## src/rtl/rgb565_burst_writer_pkg.sv

```systemverilog
// Shared types and constants for the RGB565 burst writer.
package rgb565_writer_pkg;
    localparam int RGB565_W = 16;
    localparam logic [RGB565_W-1:0] PAD_PIXEL = 16'hFFFF;

    typedef enum logic [1:0] {
        IDLE  = 2'd0,
        REQ   = 2'd1,
        BURST = 2'd2,
        DONE  = 2'd3
    } writer_state_t;
endpackage

```

## src/rtl/rgb565_burst_writer_if.sv

```systemverilog
// SDRAM write-burst bus between the writer (master) and the SDRAM controller (slave).
interface rgb565_burst_writer_if #(
    parameter int ADDR_W = 24
);
    import rgb565_writer_pkg::*;

    logic                wr_req;
    logic [ADDR_W-1:0]   wr_addr;
    logic                wr_ack;
    logic                wr_data_pull;
    logic [RGB565_W-1:0] wr_data;

    modport master (
        output wr_req,
        output wr_addr,
        output wr_data,
        input  wr_ack,
        input  wr_data_pull
    );

    modport slave (
        input  wr_req,
        input  wr_addr,
        input  wr_data,
        output wr_ack,
        output wr_data_pull
    );
endinterface

```

## src/rtl/rgb565_burst_writer_pixel_sync_fifo.sv

```systemverilog
// First-word-fall-through pixel FIFO with synchronous clear; DEPTH must be a power of two.
module pixel_sync_fifo #(
    parameter  int WIDTH = 16,
    parameter  int DEPTH = 16,
    localparam int AW    = $clog2(DEPTH)
) (
    input  logic             clk,
    input  logic             srst,
    input  logic             push,
    input  logic             pop,
    input  logic [WIDTH-1:0] din,
    output logic [WIDTH-1:0] dout,
    output logic [AW:0]      count,
    output logic             full,
    output logic             empty
);
    logic [WIDTH-1:0] mem_q [DEPTH];
    logic [AW-1:0]    wr_ptr_q, wr_ptr_d;
    logic [AW-1:0]    rd_ptr_q, rd_ptr_d;
    logic [AW:0]      count_q, count_d;
    logic             do_push, do_pop;

    assign full    = (count_q == (AW+1)'(DEPTH));
    assign empty   = (count_q == '0);
    assign count   = count_q;
    assign do_push = push && !full;
    assign do_pop  = pop && !empty;
    assign dout    = mem_q[rd_ptr_q];

    always_comb begin
        wr_ptr_d = wr_ptr_q;
        rd_ptr_d = rd_ptr_q;
        count_d  = count_q;
        if (do_push) begin
            wr_ptr_d = wr_ptr_q + 1'b1;
        end
        if (do_pop) begin
            rd_ptr_d = rd_ptr_q + 1'b1;
        end
        case ({do_push, do_pop})
            2'b10:   count_d = count_q + 1'b1;
            2'b01:   count_d = count_q - 1'b1;
            default: count_d = count_q;
        endcase
    end

    always_ff @(posedge clk) begin
        if (srst) begin
            wr_ptr_q <= '0;
            rd_ptr_q <= '0;
            count_q  <= '0;
        end else begin
            wr_ptr_q <= wr_ptr_d;
            rd_ptr_q <= rd_ptr_d;
            count_q  <= count_d;
        end
    end

    // Storage carries no reset so it can map onto RAM primitives.
    always_ff @(posedge clk) begin
        if (do_push) begin
            mem_q[wr_ptr_q] <= din;
        end
    end
endmodule

```

## src/rtl/rgb565_burst_writer.sv

```systemverilog
// Buffers an RGB565 pixel stream and writes it to SDRAM as fixed-length padded bursts.
// Optional pixel_count output enabled by defining RGB565_BURST_WRITER_PIXCNT_EN.
module rgb565_burst_writer
    import rgb565_writer_pkg::*;
#(
    parameter int                BURST_LEN  = 4,
    parameter int                FIFO_DEPTH = 16,
    parameter int                ADDR_W     = 24,
    parameter logic [ADDR_W-1:0] FRAME_BASE = '0
) (
    input  logic                  writer_clk,
    input  logic                  writer_reset,
    input  logic                  frame_start,
    input  logic [RGB565_W-1:0]   pixel_in,
    input  logic                  pixel_valid,
    input  logic                  frame_end,
    rgb565_burst_writer_if.master wr_bus,
`ifdef RGB565_BURST_WRITER_PIXCNT_EN
    output logic [23:0]           pixel_count,
`endif
    output logic                  frame_written,
    output logic                  fifo_overflow
);
    localparam int CNT_W  = $clog2(FIFO_DEPTH) + 1;
    localparam int BEAT_W = (BURST_LEN > 1) ? $clog2(BURST_LEN) : 1;

    writer_state_t       state_q, state_d;
    logic [ADDR_W-1:0]   addr_q, addr_d;
    logic [BEAT_W-1:0]   beat_q, beat_d;
    logic                pad_q, pad_d;
    logic                fe_l_q, fe_l_d;
    logic                ovf_q, ovf_d;

    logic                fifo_push, fifo_pop;
    logic [RGB565_W-1:0] fifo_head;
    logic [CNT_W-1:0]    fifo_count;
    logic                fifo_full, fifo_empty;
    logic                arm;

    pixel_sync_fifo #(
        .WIDTH (RGB565_W),
        .DEPTH (FIFO_DEPTH)
    ) u_fifo (
        .clk   (writer_clk),
        .srst  (writer_reset),
        .push  (fifo_push),
        .pop   (fifo_pop),
        .din   (pixel_in),
        .dout  (fifo_head),
        .count (fifo_count),
        .full  (fifo_full),
        .empty (fifo_empty)
    );

    // frame_start only re-arms when nothing of the previous frame is still in flight.
    assign arm       = frame_start && ((state_q == DONE) || (state_q == IDLE && fifo_empty));
    assign fifo_push = (state_q != DONE) && pixel_valid && !fifo_full;

    always_comb begin
        state_d  = state_q;
        addr_d   = addr_q;
        beat_d   = beat_q;
        pad_d    = pad_q;
        fe_l_d   = fe_l_q | frame_end;
        ovf_d    = ovf_q | ((state_q != DONE) && pixel_valid && fifo_full);
        fifo_pop = 1'b0;
        case (state_q)
            IDLE: begin
                if (arm) begin
                    addr_d = FRAME_BASE;
                    fe_l_d = 1'b0;
                    ovf_d  = 1'b0;
                end else if (fifo_count >= CNT_W'(BURST_LEN)) begin
                    state_d = REQ;
                end else if (fe_l_q && !fifo_empty) begin
                    state_d = REQ;
                    pad_d   = 1'b1;
                end else if (fe_l_q) begin
                    state_d = DONE;
                end
            end
            REQ: begin
                if (wr_bus.wr_ack) begin
                    state_d = BURST;
                    beat_d  = '0;
                end
            end
            BURST: begin
                if (wr_bus.wr_data_pull) begin
                    fifo_pop = !fifo_empty;
                    if (beat_q == BEAT_W'(BURST_LEN - 1)) begin
                        addr_d  = addr_q + ADDR_W'(BURST_LEN);
                        pad_d   = 1'b0;
                        beat_d  = '0;
                        state_d = IDLE;
                    end else begin
                        beat_d = beat_q + 1'b1;
                    end
                end
            end
            DONE: begin
                if (arm) begin
                    state_d = IDLE;
                    addr_d  = FRAME_BASE;
                    fe_l_d  = 1'b0;
                    ovf_d   = 1'b0;
                end
            end
            default: state_d = IDLE;
        endcase
    end

    always_ff @(posedge writer_clk) begin
        if (writer_reset) begin
            state_q <= IDLE;
            addr_q  <= FRAME_BASE;
            beat_q  <= '0;
            pad_q   <= 1'b0;
            fe_l_q  <= 1'b0;
            ovf_q   <= 1'b0;
        end else begin
            state_q <= state_d;
            addr_q  <= addr_d;
            beat_q  <= beat_d;
            pad_q   <= pad_d;
            fe_l_q  <= fe_l_d;
            ovf_q   <= ovf_d;
        end
    end

    assign wr_bus.wr_req  = (state_q == REQ);
    assign wr_bus.wr_addr = addr_q;
    assign wr_bus.wr_data = fifo_empty ? PAD_PIXEL : fifo_head;
    assign frame_written  = (state_q == DONE);
    assign fifo_overflow  = ovf_q;

`ifdef RGB565_BURST_WRITER_PIXCNT_EN
    logic [23:0] pixcnt_q, pixcnt_d;

    always_comb begin
        pixcnt_d = pixcnt_q;
        if (arm) begin
            pixcnt_d = fifo_push ? 24'd1 : 24'd0;
        end else if (fifo_push && (pixcnt_q != '1)) begin
            pixcnt_d = pixcnt_q + 24'd1;
        end
    end

    always_ff @(posedge writer_clk) begin
        if (writer_reset) begin
            pixcnt_q <= '0;
        end else begin
            pixcnt_q <= pixcnt_d;
        end
    end

    assign pixel_count = pixcnt_q;
`endif
endmodule
```

## src/flat_wrapper.sv

```systemverilog
// flat-port wrapper written by rule: the top's interface ports become plain ports
module rgb565_burst_writer_flat import rgb565_writer_pkg::*;
#(
    parameter int                BURST_LEN  = 4,
    parameter int                FIFO_DEPTH = 16,
    parameter int                ADDR_W     = 24,
    parameter logic [ADDR_W-1:0] FRAME_BASE = '0
)
  (writer_clk, writer_reset, frame_start, pixel_in, pixel_valid, frame_end, frame_written, fifo_overflow, wr_bus_wr_req, wr_bus_wr_addr, wr_bus_wr_data, wr_bus_wr_ack, wr_bus_wr_data_pull);
  rgb565_burst_writer_if #(.ADDR_W(ADDR_W)) wr_bus_i ();
  input  logic writer_clk;
  input  logic writer_reset;
  input  logic frame_start;
  input  logic [RGB565_W-1:0] pixel_in;
  input  logic pixel_valid;
  input  logic frame_end;
  output logic frame_written;
  output logic fifo_overflow;
  output wire logic [$bits(wr_bus_i.wr_req)-1:0] wr_bus_wr_req;
  output wire logic [$bits(wr_bus_i.wr_addr)-1:0] wr_bus_wr_addr;
  output wire logic [$bits(wr_bus_i.wr_data)-1:0] wr_bus_wr_data;
  input wire logic [$bits(wr_bus_i.wr_ack)-1:0] wr_bus_wr_ack;
  input wire logic [$bits(wr_bus_i.wr_data_pull)-1:0] wr_bus_wr_data_pull;
  assign wr_bus_wr_req = wr_bus_i.wr_req;
  assign wr_bus_wr_addr = wr_bus_i.wr_addr;
  assign wr_bus_wr_data = wr_bus_i.wr_data;
  assign wr_bus_i.wr_ack = wr_bus_wr_ack;
  assign wr_bus_i.wr_data_pull = wr_bus_wr_data_pull;
  rgb565_burst_writer #(.BURST_LEN(BURST_LEN), .FIFO_DEPTH(FIFO_DEPTH), .ADDR_W(ADDR_W), .FRAME_BASE(FRAME_BASE)) u_core (.writer_clk(writer_clk), .writer_reset(writer_reset), .frame_start(frame_start), .pixel_in(pixel_in), .pixel_valid(pixel_valid), .frame_end(frame_end), .wr_bus(wr_bus_i), .frame_written(frame_written), .fifo_overflow(fifo_overflow));
endmodule
```

## config.mk

```make
export PLATFORM = sky130hd
export DESIGN_NAME = rgb565_burst_writer_flat
export DESIGN_NICKNAME = d
export VERILOG_FILES = /design/src/rtl/rgb565_burst_writer_pkg.sv /design/src/rtl/rgb565_burst_writer_if.sv /design/src/rtl/rgb565_burst_writer_pixel_sync_fifo.sv /design/src/rtl/rgb565_burst_writer.sv /design/src/flat_wrapper.sv
export SDC_FILE = /design/constraint.sdc
export NUM_CORES = 1
export LEC_CHECK = 0
export ABC_AREA = 1
export BUFFER_PORTS_ARGS = -buffer_cell sky130_fd_sc_hd__buf_2
export CAP_MARGIN = 30
export CORE_MARGIN = 1.5
export CORE_UTILIZATION = 35
export CTS_CLUSTER_SIZE = 40
export DETAILED_ROUTE_END_ITERATION = 8
export PLACE_DENSITY = 0.54
export SETUP_SLACK_MARGIN = 0.05
export SKIP_CTS_REPAIR_TIMING = 1
export SYNTH_ARGS = -nofsm -noshare
export SYNTH_HDL_FRONTEND = slang
export SYNTH_SLANG_ARGS = --single-unit
```

## constraint.sdc

```tcl
create_clock -name writer_clk -period 2.4 [get_ports writer_clk]
set_input_delay 0.24 -clock writer_clk [delete_from_list [all_inputs] [get_ports writer_clk]]
set_output_delay 0.24 -clock writer_clk [all_outputs]
set_load 0.05 [all_outputs]
```

**Word level (Yosys, flattened, before mapping)**

Memory sizes are Yosys's and may differ from the RTL's. A register that Yosys moved wholly into a read port is not among the register bits.
Cells that the tools add are included.

- Bits in registers: 43
- RAM bits: 256
- Word-level logic and storage cells: 82
- Memories: 1

Memory list:

| name | words | bits a word | read ports | clocked after Yosys merged registers in | wr ports | line | text |
|---|---|---|---|---|---|---|---|
| u_core.u_fifo.mem_q | 16 | 16 | 1 | 1 | 1 | rgb565_burst_writer_pixel_sync_fifo.sv:17 | `logic [WIDTH-1:0] mem_q [DEPTH];` |

- Add/subtract/negate cells: 6
- $lt $le $gt $ge: 1
- Equal/unequal tests: 15
- Multiplexer cells: 29
- Bitwise operators: 2
- Reduce and logical (&&, ||, !) cells: 20

Operators with widths:

| cell | count |
|---|---|
| $mux 24 | 3 |
| $pmux 24 s2 | 1 |
| $add 24x3->24 const B | 1 |
| $mux 2 | 11 |
| $mux 16 | 1 |
| $pmux 5 s2 | 1 |
| $add 4x1->4 const B | 2 |
| $eq 2x2->1 const B | 4 |
| $logic_and 1x1->1 | 8 |
| $mux 1 | 8 |
| $mux 4 | 2 |
| $ne 2x1->1 const B | 4 |
| $pmux 2 s4 | 1 |
| $ne 2x2->1 const B | 3 |
| $reduce_and 6->1 | 1 |
| $reduce_bool 2->1 | 3 |
| $add 5x1->5 const B | 1 |
| $eq 5x5->1 const B | 1 |
| $ge 5x3->1 const B | 1 |
| $logic_not 5->1 | 1 |
| $sub 5x1->5 const B | 1 |
| $eq 2x1->1 const B | 2 |
| $ne 4x3->1 const B | 1 |
| $pmux 2 s2 | 1 |
| 8 further kinds | 10 |

**Depth between registers and ports, before layout**

Gate-level depths: netlist of run 1.

- Depth after elaboration: 7
- Mapped depth: 17
- Mapped depth without buffers: 17

**Modules after synthesis**

A second synthesis of run 1 with hierarchy kept.

- Cells, all modules: 1097
- Area total of the unflattened synthesis: 13005.0 sq um

By module, submodules not included:

| module | instances | cells an instance | area an instance (sq um) | sequential area each (sq um) |
|---|---|---|---|---|
| pixel_sync_fifo | 1 | 812 | 11217.0 | 8027.7 |
| rgb565_burst_writer | 1 | 285 | 1788.0 | 560.5 |

**Least setup slack after synthesis of run 1**

OpenSTA, ideal clock, no wires.

- Path type: register to register
- From: register u_core.state_q[0]
- To: memory u_core.u_fifo.mem_q[11][0], enable pin
- Arrival time: 1.951 ns
- Data required time: 2.012 ns
- Setup slack: 0.060 ns
- Stages on the path, launching flop included: 7
- Buffers on the path: 0
- Clock period less this slack: 2.340 ns
- Path through: dfxtp_1 ha_1 nor2_1 nand2_2 nor2_1 nand2_1 nor2_1

- Word-level cells in the longest chain between the ends: 6

RTL lines:

| item | line | text |
|---|---|---|
| start, declared | rgb565_burst_writer.sv:27 | `writer_state_t state_q, state_d;` |
| start signal, assigned | rgb565_burst_writer.sv:122 | `state_q <= state_d;` |
| $ne 2x2->1 | rgb565_burst_writer.sv:57 | `assign fifo_push = (state_q != DONE) && pixel_valid && !fifo_full;` |
| $logic_and 1x1->1 (2 in a row) | rgb565_burst_writer.sv:57 |  |
| $logic_and 1x1->1 | rgb565_burst_writer_pixel_sync_fifo.sv:26 | `assign do_push = push && !full;` |
| $mux 1 | rgb565_burst_writer_pixel_sync_fifo.sv:61 | `if (do_push) begin` |
| $mux 1 (implied by the code) | rgb565_burst_writer_pixel_sync_fifo.sv:62 | `mem_q[wr_ptr_q] <= din;` |
| end, declared | rgb565_burst_writer_pixel_sync_fifo.sv:17 |  |

Every way passes these cells.

==> out/metrics.yaml, run 1 <==
run_status:
  run_status: "finished clean"
yosys:
  synth_xor_area_share_pct: 0.558
  ys.flop_type: "edfxtp_1"
  synth_top_area_share_pct: 61.3
  yosys.area_share.simple_pct: 11.2
  synth_edf_count: 256
  syn_inst: 991
  yosysWarnings: 0
  yosysSeqAreaShare_pct: 68.4
  avgSynthCellArea_sq_um: 12.7
  synth_area_leader_cell: "edfxtp_1"
  synth_top_family_by_area: "simple AND/OR/NAND/NOR gates"
  synthTopCellsByArea: "edfxtp_1, dfxtp_1, mux2i_1, o221ai_1, nor2_1"
  netlist_area_sq_mm: 0.0125
  synth_compound_area_share_pct: 9.53
  synth-seq-cells: 301
  async_flop_share_pct: 0
  synth.area.mux_share_pct: 5.10
  yosysUniqueCellTypes: 45
  synthAdderAreaFrac_pct: 1.50
detailed_routing:
  drt_iter0_drc: 673
  drc: 0
  avgRoutedWirePerCell_um: 20.3
  ant_nets: 0
  num_vias: 8375
  wl_mm: 32.4
  firstDrtPassIters: 5
  via_per_inst: 5.26
clock_network:
  clk_pin_slew_ns: 0.06
  cts-buffers-inserted: 34
  clock_latency_ns: 0.52
  clockBufferDepth: 3
  cts_tree: "done"
  clock-sinks: 301
  cts-root-buf: "clkbuf_16"
  htreeDepth: 2
critical_path:
  crit_type: "reg -> out"
  crit_arrival_ns: 2.14
  reg2reg_from: "u_core.state_q[0]$_SDFFE_PP0P_"
  cp_cell_sequence: "buf_12, clkbuf_16, mux2i_1, o221ai_1, nand3_1, nand3_1, buf_6"
  crit_path_frequent_cell: "nand3_1"
  critPathSlowestCell: "dfxtp_4"
  worst-path-buf-inv: 3
  end_kind: "primary output"
  cp_max_fo: 6
  start_kind: "flip-flop"
  critical_path.top_delay_family: "buffers and inverters"
  cpPeakStageDelay_ns: 0.48
  required_ns: 2.16
placed_design:
  place_congestion: 0.776
  place_area_sq_mm: 0.0137
  port_buffers: 63
  hpwl_mm: 18.8
  pre_cts_ws_ns: 0.205
sta:
  rsz0062_at_grt: "true"
  hold_ws_ns: 0.0937
  hold_viol: 0
  fin_skew_ns: 0.0217
  tightest_slew_ns: 0.744
  setup_tns_ns: 0
  post-route-min-period_ns: 2.38
  fin_crit_sh_pct: 99.0
  slew_violations: 0
  fmax_mhz: 421
  setup_viol: 0
  slew_headroom_pct: 50.4
  layout_setup_ws_ns: 0.0246
grt:
  grt_max_degree: 48
  grt_pass1_vias: 7890
  antenna_found_initial: 1
  grtUsageTotal_pct: 16.7
  grt-ovfl-total: 0
  grt_pass1_wl_mm: 46.7
job:
  maxCapViolCount: 0
power_and_ir_drop:
  peakVddDrop_v: 0.000733
  total_leakage_power_uw: 0.00520
  p_per_area_mw_per_mm2: 919
layout:
  final_area_sq_mm: 0.0154
  regArea_sq_mm: 0.00860
  multi_input_area_sq_mm: 0.00367
  layout.nets: 1145
  fill_cells: 3262
  area_delta_synth_final_pct: 22.9
  insertedDiodeCount: 0
  drive_gt1_share_pct: 20.8
floorplan:
  core-area_sq_mm: 0.0354
  die-width_um: 192
  num_rows: 69
  die_h_um: 192
  io_pins: 66
  initial_core_util_pct: 35.5
  die_area_sq_mm: 0.0370
worst_hold_path:
  hold_class: "in -> reg"
  hold_start: "pixel_valid"
## per-stage QoR
stage	total power [uW]	utilization, %	instances
final	14200	43.6	1593
after detailed placement	8600	38.8	1510
after global routing	14700	43.6	1593
after floorplan	7760	-	992
after global placement	8580	38.8	1510
after CTS	13800	42.0	1571
## cells in the mapped netlist, types with 12 or more instances
master    instances
nor3_1           12
nor2_1          125
dfxtp_1          45
ha_1             15
nand2_1          70
mux2i_1          64
edfxtp_1        256
a21oi_1          27
nand3_1          71
o21ai_0          81
nand4_1          12
clkbuf_1         36
inv_1            49
o221ai_1         64
## where the power goes
part           switching (uW)  total (uW)  internal [uW]  leakage (uW)
logic                    1950        3020           1070       0.00199
registers                 121        5960           5840       0.00268
clock network            2070        5190           3120      0.000532
## sequential cells by signal, summed over array words and instances (netlist names), named ones only
| name | flops |
|---|---|
| u_core.u_fifo.rd_ptr_q | 4 |
| u_core.fe_l_q | 1 |
| u_core.beat_q | 2 |
| u_core.u_fifo.mem_q | 256 |
| u_core.wr_bus.wr_addr | 22 |
| u_core.u_fifo.count | 5 |
| u_core.fifo_overflow | 1 |
| u_core.state_q | 2 |
| u_core.u_fifo.wr_ptr_q | 4 |
## cell families (layout without fill, tap and decap cells)
family	Yosys count	count (layout)
AOI/OAI and AO/OA	184	184
xor gates and xnor gates	8	8
adders and majority gates	15	15
buffers and inverters	107	247
DFF	301	301
muxes	64	64
other	1	2
and+or+nand+nor	311	311
## worst paths after layout
kind	endpoint	slack, ns	cells past startpoint
min	u_core.fifo_overflow$_SDFF_PP0_	0.09	5
max reg2reg	u_core.u_fifo.count[4]$_SDFFE_PP0P_	0.30	16
max	wr_bus_wr_data[6]	0.02	7
min reg2reg	u_core.beat_q[1]$_SDFFE_PP0P_	0.47	2
## cells in the final DEF, fill, tap and decap left out, types with 6 or more instances in the layout
master and count:
a21oi_1 27, buf_12 10, buf_2 47, buf_4 47, buf_6 14, buf_8 6
clkbuf_1 7, clkbuf_16 40, clkinv_1 7, dfxtp_1 43, edfxtp_1 256, ha_1 14
inv_1 49, mux2i_1 61, nand2_1 70, nand3_1 59, nand3_2 15, nand4_1 12
nor2_1 109, nor2_2 17, nor3_1 12, o21ai_0 81, o221ai_1 62, xor2_1 6
## final cells by class
| type | count | share of cell area [%] |
|---|---|---|
| inverters | 53 | 1.32 |
| well taps | 461 | 3.74 |
| flip-flops and latches | 301 | 55.7 |
| multi-input cells | 584 | 23.8 |
| repair buffers | 133 | 8.13 |
| clock buffers | 42 | 5.85 |
| clock inverters | 19 | 1.43 |
## layer usage
layer / routed length (um) / GRT usage [%]
met2: 15200 / 26.7
met5: 13 / 0
met1: 14700 / 23.4
met4: 428 / 3.82
met3: 2010 / 3.13
## worst reg2reg max path: stages, from the launching register on
cell and delay, ns:
dfxtp_1 0.36, inv_1 0.10, ha_1 0.22, nand2_1 0.07
inv_1 0.06, nand2_2 0.11, inv_4 0.08, ha_4 0.18
ha_1 0.31, inv_1 0.06, nor2_1 0.10, nand2_1 0.07
nand2_1 0.06, nand2_1 0.04, nand2_1 0.05, nand2_1 0.05
a21oi_2 0.10
(Power assumes the default switching activity.)
==> run 2, diff against run 1 <==
Settings changed: BUFFER_PORTS_ARGS -buffer_cell sky130_fd_sc_hd__buf_2 to -buffer_cell sky130_fd_sc_hd__clkbuf_2.
==> run 2 against run 1 <==
Net effect:
- worst setup slack improved by 0.053 ns
- final area decreased by 0.14%
- first-iteration DRC count decreased by 11%
- critical endpoint is now wr_bus_wr_data[12]
- combinational power increased by 7.3%
- maximum frequency increased by 2.3%
- clock skew decreased by 0.012 ns
- via count increased by 0.32%
- critical path depth increased by 1
- critical path type unchanged
- hold slack improved by 0.026 ns
- non-clock buffer count decreased by 9
==> out/metrics.yaml, run 2 (synthesis gave the netlist of run 1 again) <==
run_status:
  run_status: "finished clean"
layout:
  layout.nets: 1137
  regMostFlops: "u_core.u_fifo.mem_q"
  drive_gt1_share_pct: 20.4
  largest_register_ffs: 256
  area_delta_synth_final_pct: 22.7
  final_cell_mix: "edfxtp_1, nor2_1, nand2_1, o21ai_0, mux2i_1"
  fin_util_pct: 43.5
  insertedDiodeCount: 0
  final_common_cell: "edfxtp_1"
critical_path:
  crit_arrival_ns: 2.08
  r2r-end: "u_core.u_fifo.count[4]$_SDFFE_PP0P_"
  cp_max_fo: 18
  r2r_slack_ns: 0.31
  end_kind: "primary output"
  start_kind: "flip-flop"
  crit_type: "reg -> out"
  required_ns: 2.16
  endpoint: "wr_bus_wr_data[12]"
  r2r_cells: 16
  reg2reg_from: "u_core.state_q[0]$_SDFFE_PP0P_"
clock_network:
  clk_pin_slew_ns: 0.06
  cts-root-buf: "clkbuf_16"
  clockBufferDepth: 3
  cts_tree: "done"
  cts-buffers-inserted: 35
  clock-sinks: 301
  htreeDepth: 2
  clock_latency_ns: 0.50
sta:
  post-route-min-period_ns: 2.32
  slew_violations: 0
  fin_skew_ns: 0.00942
  setup_tns_ns: 0
  fin_crit_sh_pct: 96.8
  hold_viol: 0
  fmax_mhz: 431
  slew_headroom_pct: 55.1
  setup_viol: 0
  tightest_slew_ns: 0.672
  rsz0062_at_grt: "true"
power_and_ir_drop:
  p_per_area_mw_per_mm2: 911
  peakVddDrop_v: 0.000813
  total_leakage_power_uw: 0.00519
floorplan:
  initial_core_util_pct: 35.5
  die_area_sq_mm: 0.0370
  num_rows: 69
  die-width_um: 192
  die_h_um: 192
  io_pins: 66
  core-area_sq_mm: 0.0354
detailed_routing:
  drt_iter0_drc: 602
  num_vias: 8402
  wl_mm: 32.7
  via_per_inst: 5.30
  firstDrtPassIters: 5
  drc: 0
  avgRoutedWirePerCell_um: 20.6
  ant_nets: 0
placed_design:
  hpwl_mm: 18.7
  port_buffers: 63
  place_congestion: 0.765
grt:
  grt-ovfl-total: 0
  antenna_found_initial: 0
  grt_pass1_vias: 8007
  grt_max_degree: 95
  grtUsageTotal_pct: 16.9
  grt_pass1_wl_mm: 47.4
job:
  maxCapViolCount: 0
worst_hold_path:
  hold_class: "in -> reg"
==> run 2: changes by cell type in the layout (fill, tap and decap cells not counted), moves of 6 or more <==
cell	before	now
clkbuf_2	0	47
buf_2	47	1
buf_12	10	23
o21ai_0	81	69
o21ai_1	2	14
buf_6	14	3
buf_4	47	37
clkinv_2	3	9
==> run 2: power breakdown <==
group / switching, uW / internal [uW] / leakage, uW / total [uW]
logic: 2000 / 1240 / 0.00199 / 3240
registers: 104 / 5840 / 0.00268 / 5940
clock network: 2040 / 2810 / 0.000514 / 4850
total: 4140 / 9890 / 0.00519 / 14000
==> run 2: per-layer routing <==
layer	routed length, um	share of wire [%]	up-vias	global-route usage, %
met5	0	0	-	0
met4	531	1.6	0	3.88
met3	1860	5.7	45	2.96
met2	15400	47	245	26.9
met1	14900	46	4202	23.9
li1	-	-	3910	-
==> run 2: worst min path at each step <==
stage | slack [ns] | cells past startpoint | from | endpoint
detailed placement | 0.46 | 2 | u_core.beat_q[1]$_SDFFE_PP0P_ | u_core.beat_q[1]$_SDFFE_PP0P_
global route | 0.17 | 3 | writer_reset | u_core.u_fifo.count[4]$_SDFFE_PP0P_
global placement | 0.46 | 2 | u_core.beat_q[1]$_SDFFE_PP0P_ | u_core.beat_q[1]$_SDFFE_PP0P_
finish | 0.12 | 5 | pixel_valid | u_core.fifo_overflow$_SDFF_PP0_
floorplan | 0.34 | 0 | pixel_in[0] | u_core.u_fifo.mem_q[0][0]$_DFFE_PP_
CTS | -0.03 | 3 | frame_end | u_core.fe_l_q$_SDFF_PP0_
==> run 2: cell type report <==
class	count	area [sq um]
sequential	301	8600
inverter	53	208
fill	3264	20000
tap	461	577
clock buffer	46	960
multi-input combinational	584	3680
timing repair buffer	124	1300
clock inverter	17	75.1
==> run 2: worst max-delay path, cell delays in order (launching register included) <==
cell and delay [ns]:
dfxtp_4 0.35, buf_12 0.14, inv_4 0.14, clkbuf_16 0.22
nor2_1 0.05, o221ai_1 0.19, nand3_1 0.19, nand3_2 0.16
buf_12 0.15
==> run 2: through the flow <==
step                      worst slack [ns]  power, uW  instance area (sq um)  std cells  hold slack, ns
final                               0.0772      14000                  15400       1586           0.120
after detailed placement             0.205       8970                  13900       1504           0.465
after global placement               0.241       8960                  13900       1504           0.455
after floorplan                     0.0604       7760                  12600        992           0.339
after CTS                           -0.122      13800                  14900       1567         -0.0278
after global routing              -0.00837      14600                  15400       1586           0.174
